<file path="src/rtl/cpu_pkg.sv">
// Shared CPU fetch types: PC width, branch offset type and next-PC source select.
package cpu_pkg;

  localparam int unsigned ADDR_W = 12;

  typedef logic [ADDR_W-1:0] pc_t;
  typedef logic signed [7:0] br_off_t;

  typedef enum logic [2:0] {
    SEL_SEQ,
    SEL_BR,
    SEL_JMP,
    SEL_JSB,
    SEL_RET
  } next_pc_sel_e;

endpackage

</file>
<file path="src/rtl/pc_return_stack.sv">
// Hardware return-address stack for JSB/RET.
// PC_STACK_GUARD_EN: refuse push when full / pop when empty and raise sticky flags; otherwise circular.
module pc_return_stack import cpu_pkg::*; #(
  parameter int unsigned DEPTH  = 8,
  parameter int unsigned DATA_W = ADDR_W
) (
  input  logic                   clk_i,
  input  logic                   rst_ni,
  input  logic                   push_i,
  input  logic                   pop_i,
  input  logic [DATA_W-1:0]      push_data_i,
  output logic [DATA_W-1:0]      pop_data_o,
  output logic                   pop_valid_o,
  output logic [$clog2(DEPTH):0] level_o,
  output logic                   overflow_o,
  output logic                   underflow_o
);

  localparam int unsigned PTR_W = $clog2(DEPTH);
  localparam logic [PTR_W:0] FULL_LEVEL = (PTR_W+1)'(DEPTH);

  logic [DATA_W-1:0] mem_q [DEPTH];
  logic [PTR_W-1:0]  sp_q, sp_d, spPrev;
  logic [PTR_W:0]    level_q, level_d;
  logic              full, empty, doPush, doPop;

  assign full   = (level_q == FULL_LEVEL);
  assign empty  = (level_q == '0);
  assign spPrev = sp_q - 1'b1;

`ifdef PC_STACK_GUARD_EN
  assign doPush      = push_i && !full;
  assign doPop       = pop_i && !empty;
  assign pop_valid_o = !empty;
`else
  assign doPush      = push_i;
  assign doPop       = pop_i;
  assign pop_valid_o = 1'b1;
`endif

  // Pointer always moves on an accepted push/pop; level saturates so it never reports beyond the array.
  always_comb begin
    sp_d    = sp_q;
    level_d = level_q;
    if (doPush) begin
      sp_d = sp_q + 1'b1;
      if (!full) level_d = level_q + 1'b1;
    end else if (doPop) begin
      sp_d = spPrev;
      if (!empty) level_d = level_q - 1'b1;
    end
  end

  always_ff @(posedge clk_i or negedge rst_ni) begin
    if (!rst_ni) begin
      sp_q    <= '0;
      level_q <= '0;
    end else begin
      sp_q    <= sp_d;
      level_q <= level_d;
    end
  end

  always_ff @(posedge clk_i) begin
    if (doPush) mem_q[sp_q] <= push_data_i;
  end

  assign pop_data_o = mem_q[spPrev];
  assign level_o    = level_q;

`ifdef PC_STACK_GUARD_EN
  logic overflow_q, underflow_q;

  always_ff @(posedge clk_i or negedge rst_ni) begin
    if (!rst_ni) begin
      overflow_q  <= 1'b0;
      underflow_q <= 1'b0;
    end else begin
      if (push_i && full)  overflow_q  <= 1'b1;
      if (pop_i && empty) underflow_q <= 1'b1;
    end
  end

  assign overflow_o  = overflow_q;
  assign underflow_o = underflow_q;
`else
  assign overflow_o  = 1'b0;
  assign underflow_o = 1'b0;
`endif

endmodule

</file>
<file path="src/rtl/pc_fetch_unit.sv">
// Program counter and next-address selection feeding instruction memory.
// Macro PC_STACK_GUARD_EN selects the guarded return stack; default build uses a circular stack.
module pc_fetch_unit import cpu_pkg::*; #(
  parameter int unsigned STACK_DEPTH = 8,
  parameter pc_t         RESET_PC    = '0
) (
  input  logic                         clk_i,
  input  logic                         rst_ni,
  input  logic                         stall_i,
  input  logic                         branch_taken_i,
  input  br_off_t                      branch_offset_i,
  input  logic                         jump_en_i,
  input  logic                         jsb_en_i,
  input  logic                         ret_en_i,
  input  pc_t                          target_addr_i,
  output pc_t                          address_o,
  output logic [$clog2(STACK_DEPTH):0] stack_level_o,
  output logic                         stack_overflow_o,
  output logic                         stack_underflow_o
);

  pc_t          pc_q, pc_d;
  pc_t          pcPlusOne, branchTarget, retTarget, popData;
  logic         popValid, push, pop;
  next_pc_sel_e sel;

  always_comb begin
    sel = SEL_SEQ;
    if (ret_en_i)            sel = SEL_RET;
    else if (jsb_en_i)       sel = SEL_JSB;
    else if (jump_en_i)      sel = SEL_JMP;
    else if (branch_taken_i) sel = SEL_BR;
  end

  assign pcPlusOne    = pc_q + 1'b1;
  assign branchTarget = pcPlusOne + {{(ADDR_W-8){branch_offset_i[7]}}, branch_offset_i};

  // A RET the stack refuses (guarded and empty) falls through to the next sequential address.
  assign retTarget = popValid ? popData : pcPlusOne;

  assign push = !stall_i && (sel == SEL_JSB);
  assign pop  = !stall_i && (sel == SEL_RET);

  always_comb begin
    pc_d = pc_q;
    if (!stall_i) begin
      unique case (sel)
        SEL_BR:  pc_d = branchTarget;
        SEL_JMP: pc_d = target_addr_i;
        SEL_JSB: pc_d = target_addr_i;
        SEL_RET: pc_d = retTarget;
        default: pc_d = pcPlusOne;
      endcase
    end
  end

  always_ff @(posedge clk_i or negedge rst_ni) begin
    if (!rst_ni) pc_q <= RESET_PC;
    else         pc_q <= pc_d;
  end

  assign address_o = pc_q;

  pc_return_stack #(
    .DEPTH  (STACK_DEPTH),
    .DATA_W (ADDR_W)
  ) u_stack (
    .clk_i       (clk_i),
    .rst_ni      (rst_ni),
    .push_i      (push),
    .pop_i       (pop),
    .push_data_i (pcPlusOne),
    .pop_data_o  (popData),
    .pop_valid_o (popValid),
    .level_o     (stack_level_o),
    .overflow_o  (stack_overflow_o),
    .underflow_o (stack_underflow_o)
  );

endmodule

</file>
<file path="config.mk">
export PLATFORM = sky130hd
export DESIGN_NAME = pc_fetch_unit
export DESIGN_NICKNAME = d
export VERILOG_FILES = /design/src/rtl/cpu_pkg.sv /design/src/rtl/pc_return_stack.sv /design/src/rtl/pc_fetch_unit.sv
export SDC_FILE = /design/constraint.sdc
export NUM_CORES = 1
export LEC_CHECK = 0
export ABC_AREA = 1
export BUFFER_PORTS_ARGS = -buffer_cell sky130_fd_sc_hd__clkbuf_2
export CAP_MARGIN = 20
export CORE_UTILIZATION = 50
export DETAILED_ROUTE_END_ITERATION = 16
export HOLD_SLACK_MARGIN = 0.08
export PLACE_DENSITY = 0.68
export SLEW_MARGIN = 20
export SYNTH_ARGS = -nofsm -noshare
export SYNTH_HDL_FRONTEND = slang
export SYNTH_SLANG_ARGS = --single-unit
</file>
<file path="constraint.sdc">
create_clock -name clk_i -period 5.1 [get_ports clk_i]
set_input_delay 0.51 -clock clk_i [delete_from_list [all_inputs] [get_ports clk_i]]
set_output_delay 0.51 -clock clk_i [all_outputs]
set_load 0.005 [all_outputs]
</file>
## Word level (Yosys, flattened, before mapping)

Memories as Yosys holds them, arrays and structs flattened.
Index checks and enable logic that the tools add are counted.

| operators by class | value |
|---|---|
| $add $sub $neg | 6 |
| equality and inequality tests | 7 |
| multiplexer cells | 13 |
| reductions and logical operators | 7 |

Operators by type and width:

| kind | number |
|---|---|
| $pmux 12 s3 | 1 |
| $mux 4 | 4 |
| $add 12x1->12 const B | 1 |
| $add 12x12->12 | 1 |
| $mux 3 | 3 |
| $eq 3x2->1 const B | 2 |
| $add 4x1->4 const B | 1 |
| $eq 4x4->1 const B | 1 |
| $logic_not 4->1 | 1 |
| $mux 2 | 2 |
| $ne 2x2->1 const B | 2 |
| $sub 4x1->4 const B | 1 |
| $add 3x1->3 const B | 1 |
| $eq 3x1->1 const B | 1 |
| $eq 3x3->1 const B | 1 |
| $mux 1 | 3 |
| $reduce_and 3->1 | 1 |
| $sub 3x1->3 const B | 1 |
| $logic_and 1x1->1 | 2 |
| $reduce_bool 2->1 | 1 |
| $reduce_or 2->1 | 1 |
| $logic_not 1->1 | 1 |

| storage, ports and cells | value |
|---|---|
| flip-flop bits (word level) | 19 |
| RAM bits | 96 |
| input bits | 27 |
| output and inout bits | 18 |
| word-level logic and storage cells | 37 |
| memories | 1 |

Memory list:

| name | words | bits a word | read ports | clocked after Yosys merged registers in | wr ports | RTL line | text |
|---|---|---|---|---|---|---|---|
| u_stack.mem_q | 8 | 12 | 1 | 0 | 1 | pc_return_stack.sv:22 | `logic [DATA_W-1:0] mem_q [DEPTH];` |

## Longest topological paths before layout

| depth | value |
|---|---|
| word-level depth | 8 |
| gate-level depth with buffers | 19 |
| depth with buffers taken out | 19 |

## By module

Synthesis repeated with hierarchy kept, for this count alone.

| second synthesis, totals | value |
|---|---|
| cell total of the unflattened synthesis | 693 |
| area, all modules | 6123.4 µm² |

By module, submodules not included:

| module | instances | cells each | area an instance (µm²) | seq. area each (µm²) |
|---|---|---|---|---|
| pc_return_stack | 1 | 398 | 4357.9 | 3057.9 |
| pc_fetch_unit | 1 | 295 | 1765.4 | 300.3 |

## Worst setup path after synthesis

OpenSTA, ideal clock, no wires.

| timing path | value |
|---|---|
| path kind | reg2reg |
| from | reg pc_q[0] (netlist: address_o[0]) |
| to | reg pc_q[11] (netlist: address_o[11]) |
| setup time | 0.116 ns |
| data arrival time | 2.284 ns |
| data required time | 4.984 ns |
| slack | 2.700 ns |
| stages on the path, launching flop included | 18 |
| path through | dfrtp_1 ha_1 nand2_1 inv_1 nand3b_1 nand3b_1 xor2_1 inv_1 ha_1 a21o_1 nor2_1 nand2_1 nor2_1 nand3_1 nand3_1 nand2_1 nand2_1 nand2_1 |

| between the ends | value |
|---|---|
| word-level cells in the longest chain between the ends | 3 |

Ends and longest elaborated chain:

| item | RTL line | text |
|---|---|---|
| start: declaration | pc_fetch_unit.sv:22 | `pc_t pc_q, pc_d;` |
| start signal: assignment | pc_fetch_unit.sv:59 | `else pc_q <= pc_d;` |
| $add 12x1->12 | pc_fetch_unit.sv:35 | `assign pcPlusOne = pc_q + 1'b1;` |
| via pcPlusOne[10] | pc_fetch_unit.sv:23 | `pc_t pcPlusOne, branchTarget, retTarget, popData;` |
| $add 12x12->12 | pc_fetch_unit.sv:36 | `assign branchTarget = pcPlusOne + {{(ADDR_W-8){branch_offset_i[7]}}, branch_offset_i};` |
| $pmux 12 s3 | pc_fetch_unit.sv:47 | `unique case (sel)` |

The timed path passes the listed nets, and every way through them passes these cells.
A chain may end at the register's enable or synchronous reset.

## Worst setup path after layout

| timing path | value |
|---|---|
| from | reg pc_q[0] (netlist: address_o[0]) |
| to | reg pc_q[8] (netlist: address_o[8]) |

Same word-level chain as after synthesis.

==> parameters.txt <==
Parameter                              Value

Pwr
  Power Dens Cells ... 680 mW/mm^2
  Clock Power Share ... 24.9%
  Switching power share of the total ... 42.7%
  Comb power frac ... between 40% and 50%
  Worst ir drop on vdd ... 0.279 mV
  Leak ... 2.89 nW
  Proportion of power drawn by flip-flops and latches ... 29.9%
  Cell internal pwr ... approximately 2.7 mW
  Sw power ... 1.98 mW

Clock tree
  Clock-pin slew of the registers on the worst-case setup and hold paths ... 0.06 ns
  Setup bufs post-CTS ... 0
  Hold buffer count at cts ... 0
  Bufs on Longest Clock Path ... 2
  Clock insertion delay at the later pin of the skew report ... 0.41 ns
  Cts bufs inserted ... 17
  Cts repair resizes ... 0
  Number of H-tree levels ... 4
  CTS tree ... done
  CTS Root Cell ... clkbuf_16
  CTS sink cnt ... 115

Route
  Total wire length after detailed routing ... 15,700 um
  Via density ... about 5.7
  DR DRC count ... 0
  Number of iterations in the first detailed-routing pass ... 7
  WL per Instance ... 19.1 um
  Total via count after detailed routing ... between 4,000 and 5,000
  Violation count after the first detailed-route iteration ... approximately 430
  Antenna-violating nets left ... 0

Yosys
  Ys async rst share ... 16.5%
  Cell type contributing the most total cell area after synthesis ... edfxtp_1
  Number of flops mapped to enable cells by yosys ... 96
  Yosys warning total ... 0
  Fraction of post-synthesis cell area in the top cell type by area ... 48.4%
  Number of synthesized register bits ... 115
  Most instantiated cells after synthesis ... 162 x nand2_1, 96 x edfxtp_1, 63 x nor2_1
  Synthesized area divided by synthesized cell count ... about 9.6 um^2
  Main synth FF type ... edfxtp_1
  Unique cell type count in the Yosys netlist ... 42
  Library cell with the highest instance count after synthesis ... nand2_1
  Top cells by area in the synthesized netlist ... edfxtp_1 48%, nand2_1 10%, dfrtp_1 8.0%
  Number of instances in the synthesized netlist ... ~620
  Syn Std Cell Area ... 0.00596 mm^2
  Sequential share of the synthesized area ... between 50% and 60%

STA
  Final clock period utilization by the worst path ... 58.6%
  Final setup violating endpoints ... 0
  Clock tree skew after final layout ... 0.0122 ns
  Pins Over Slew Limit ... 0
  Slew margin rel. ... 31.6%
  Upper clock frequency limit ... 0.335 GHz
  Final TNS setup ... 0 ns
  Final critical path time including I/O delays and setup ... 2.99 ns
  Crit path setup slack, layout ... 2.11 ns
  Slew at the pin closest to its max-slew limit ... 1.02 ns
  Worst hold-check slack ... between 0.07 and 0.08 ns
  Final hold viol count ... 0
  RSZ-0062 raised after global routing ... false

Floorplan
  Core ar. ... approximately 0.012 mm^2
  Initial Util ... 51.7%
  Die X ... 111 um
  Top-level port count ... 45
  Number of core rows ... 39
  Die ar. ... between 0.01 and 0.015 mm^2
  Die height ... 111 um

Critical path
  CP Capture Point ... address_o[8]
  Reg-to-reg slack, setup ... 2.11 ns
  Critical path class ... reg2reg
  Arrival time at the worst endpoint ... between 3 and 4 ns
  Reg2Reg Capture Point ... address_o[8]
  Worst endpoint required time ... 5.38 ns
  Crit path launch type ... register
  Crit path max fanout ... 11
  Logic depth of the worst register-to-register path ... 14
  Crit path capture type ... register
  Critical Path Start ... address_o[0]
  Worst reg2reg path startpoint ... address_o[0]

Global routing
  Total Routing Usage GR ... 26.7%
  Leftover overflow at the end of global routing ... 0
  Wire length of the first global-routing pass ... 24,700 um
  Pin count of the biggest net entering global routing ... 52
  Initial antenna violation count ... 0
  Number of global-route vias before repair ... 4,545

Layout
  Area added between synthesis and finish ... 14.7%
  Layout fillers ... 960
  Diodes inserted ... 0
  Number of nets in the layout ... 715
  Layout cell share with drive strength beyond 1 ... 14.4%

Placed design
  DP HPWL ... approximately 11,000 um
  Count of input and output buffers ... 42
  Final weighted congestion in routability-driven placement ... 0.936
  Post-Place Setup Slack ... 2.05 ns

Run
  Number of max-cap violations ... 0

Run status
  Outcome ... completed

Min path
  Min-delay worst type ... in2async
==> through the flow <==
stage	utilization [%]	power (mW)	cell area, um^2	std cells
6_report	59.3	4.65	6830	822
5_1_grt	59.3	4.92	6830	822
4_1_cts	59.3	4.62	6830	822
3_5_place_dp	54.3	3.46	6250	790
3_3_place_gp	54.2	3.42	6240	790
2_1_floorplan	-	2.78	5960	624
==> worst max-delay path, stage by stage (launching register included) <==
cell	delay (ns)
dfrtp_1	0.41
inv_1	0.20
nor2_2	0.32
nand3_1	0.14
xor2_1	0.16
inv_1	0.37
ha_1	0.36
a21oi_1	0.24
nor2_1	0.08
nor2_1	0.12
nand3_1	0.08
nand3_1	0.13
nand3b_1	0.09
nand2_1	0.08
o21ai_0	0.07
==> power groups by stage <==
| stage | combinational [mW] | clock, mW | sequential [mW] |
|---|---|---|---|
| 2_1_floorplan | 1.40 | 0 | 1.39 |
| 3_3_place_gp | 2.02 | 0 | 1.40 |
| 3_5_place_dp | 2.05 | 0 | 1.40 |
| 4_1_cts | 2.07 | 1.16 | 1.39 |
| 5_1_grt | 2.31 | 1.21 | 1.41 |
| 6_report | 2.10 | 1.16 | 1.39 |
==> sequential cells by signal, summed over array words and instances (netlist names) <==
signal	flops
u_stack.mem_q	96
u_stack.level_o	4
address_o	12
u_stack.sp_q	3
==> placed cells by master, fill, tap and decap left out, types with 5 or more instances in the layout <==
master,synthesis,routed
nand2_1,162,162
edfxtp_1,96,96
nand3_1,56,56
nor2_1,63,56
inv_1,51,51
clkbuf_2,0,42
o21ai_0,40,40
ha_1,20,20
dfrtp_1,19,19
clkbuf_16,0,17
a21oi_1,16,16
o221ai_1,10,10
xor2_1,9,9
nor2_2,1,8
o21ai_1,7,7
nand3b_1,6,6
nand4_1,5,5
o211ai_1,5,5
clkinv_2,0,5
==> area by class of cell <==
| cell class | instances | area [um^2] | share of cell area, % |
|---|---|---|---|
| Tap cell | 143 | 179 | 2.62 |
| Sequential cell | 115 | 3360 | 49.1 |
| Multi-Input combinational cell | 431 | 2280 | 33.3 |
| Clock inverter | 13 | 141 | 2.07 |
| Timing Repair Buffer | 46 | 240 | 3.52 |
| Inverter | 55 | 206 | 3.02 |
| Clock buffer | 19 | 433 | 6.33 |
==> metal layers <==
layer / part of all wire (%) / track usage, % / up-vias
met1: 42 / 34.9 / 2240
met4: 2.1 / 9.19 / 0
met5: 0 / 0 / -
met2: 49 / 43.6 / 223
met3: 6.9 / 6.12 / 27
li1: - / - / 2213
==> logic make-up (layout without fill, tap and decap cells) <==
group                    count (synthesis)  count (layout)  share of synthesized area, %
AO/OA/AOI/OAI                           91              91                          9.22
flip-flops                             115             115                          56.4
adder cells (fa/ha/maj)                 22              22                          4.87
AND/OR/NAND/NOR                        305             305                          21.9
buffers and inverters                   78             133                          5.80
other                                    1               2                        0.0629
XOR/XNOR                                11              11                          1.74
==> how the worst min path moves through the flow <==
stage / endpoint / cells past startpoint / from
final: u_stack.level_o[2] / 1 / rst_ni
after CTS: u_stack.level_o[0] / 1 / rst_ni
after global placement: u_stack.level_o[1] / 1 / rst_ni
after global routing: u_stack.level_o[2] / 1 / rst_ni
after floorplan: address_o[0] / 0 / rst_ni
after detailed placement: u_stack.level_o[0] / 1 / rst_ni
Power figures use the tool's default switching activity.
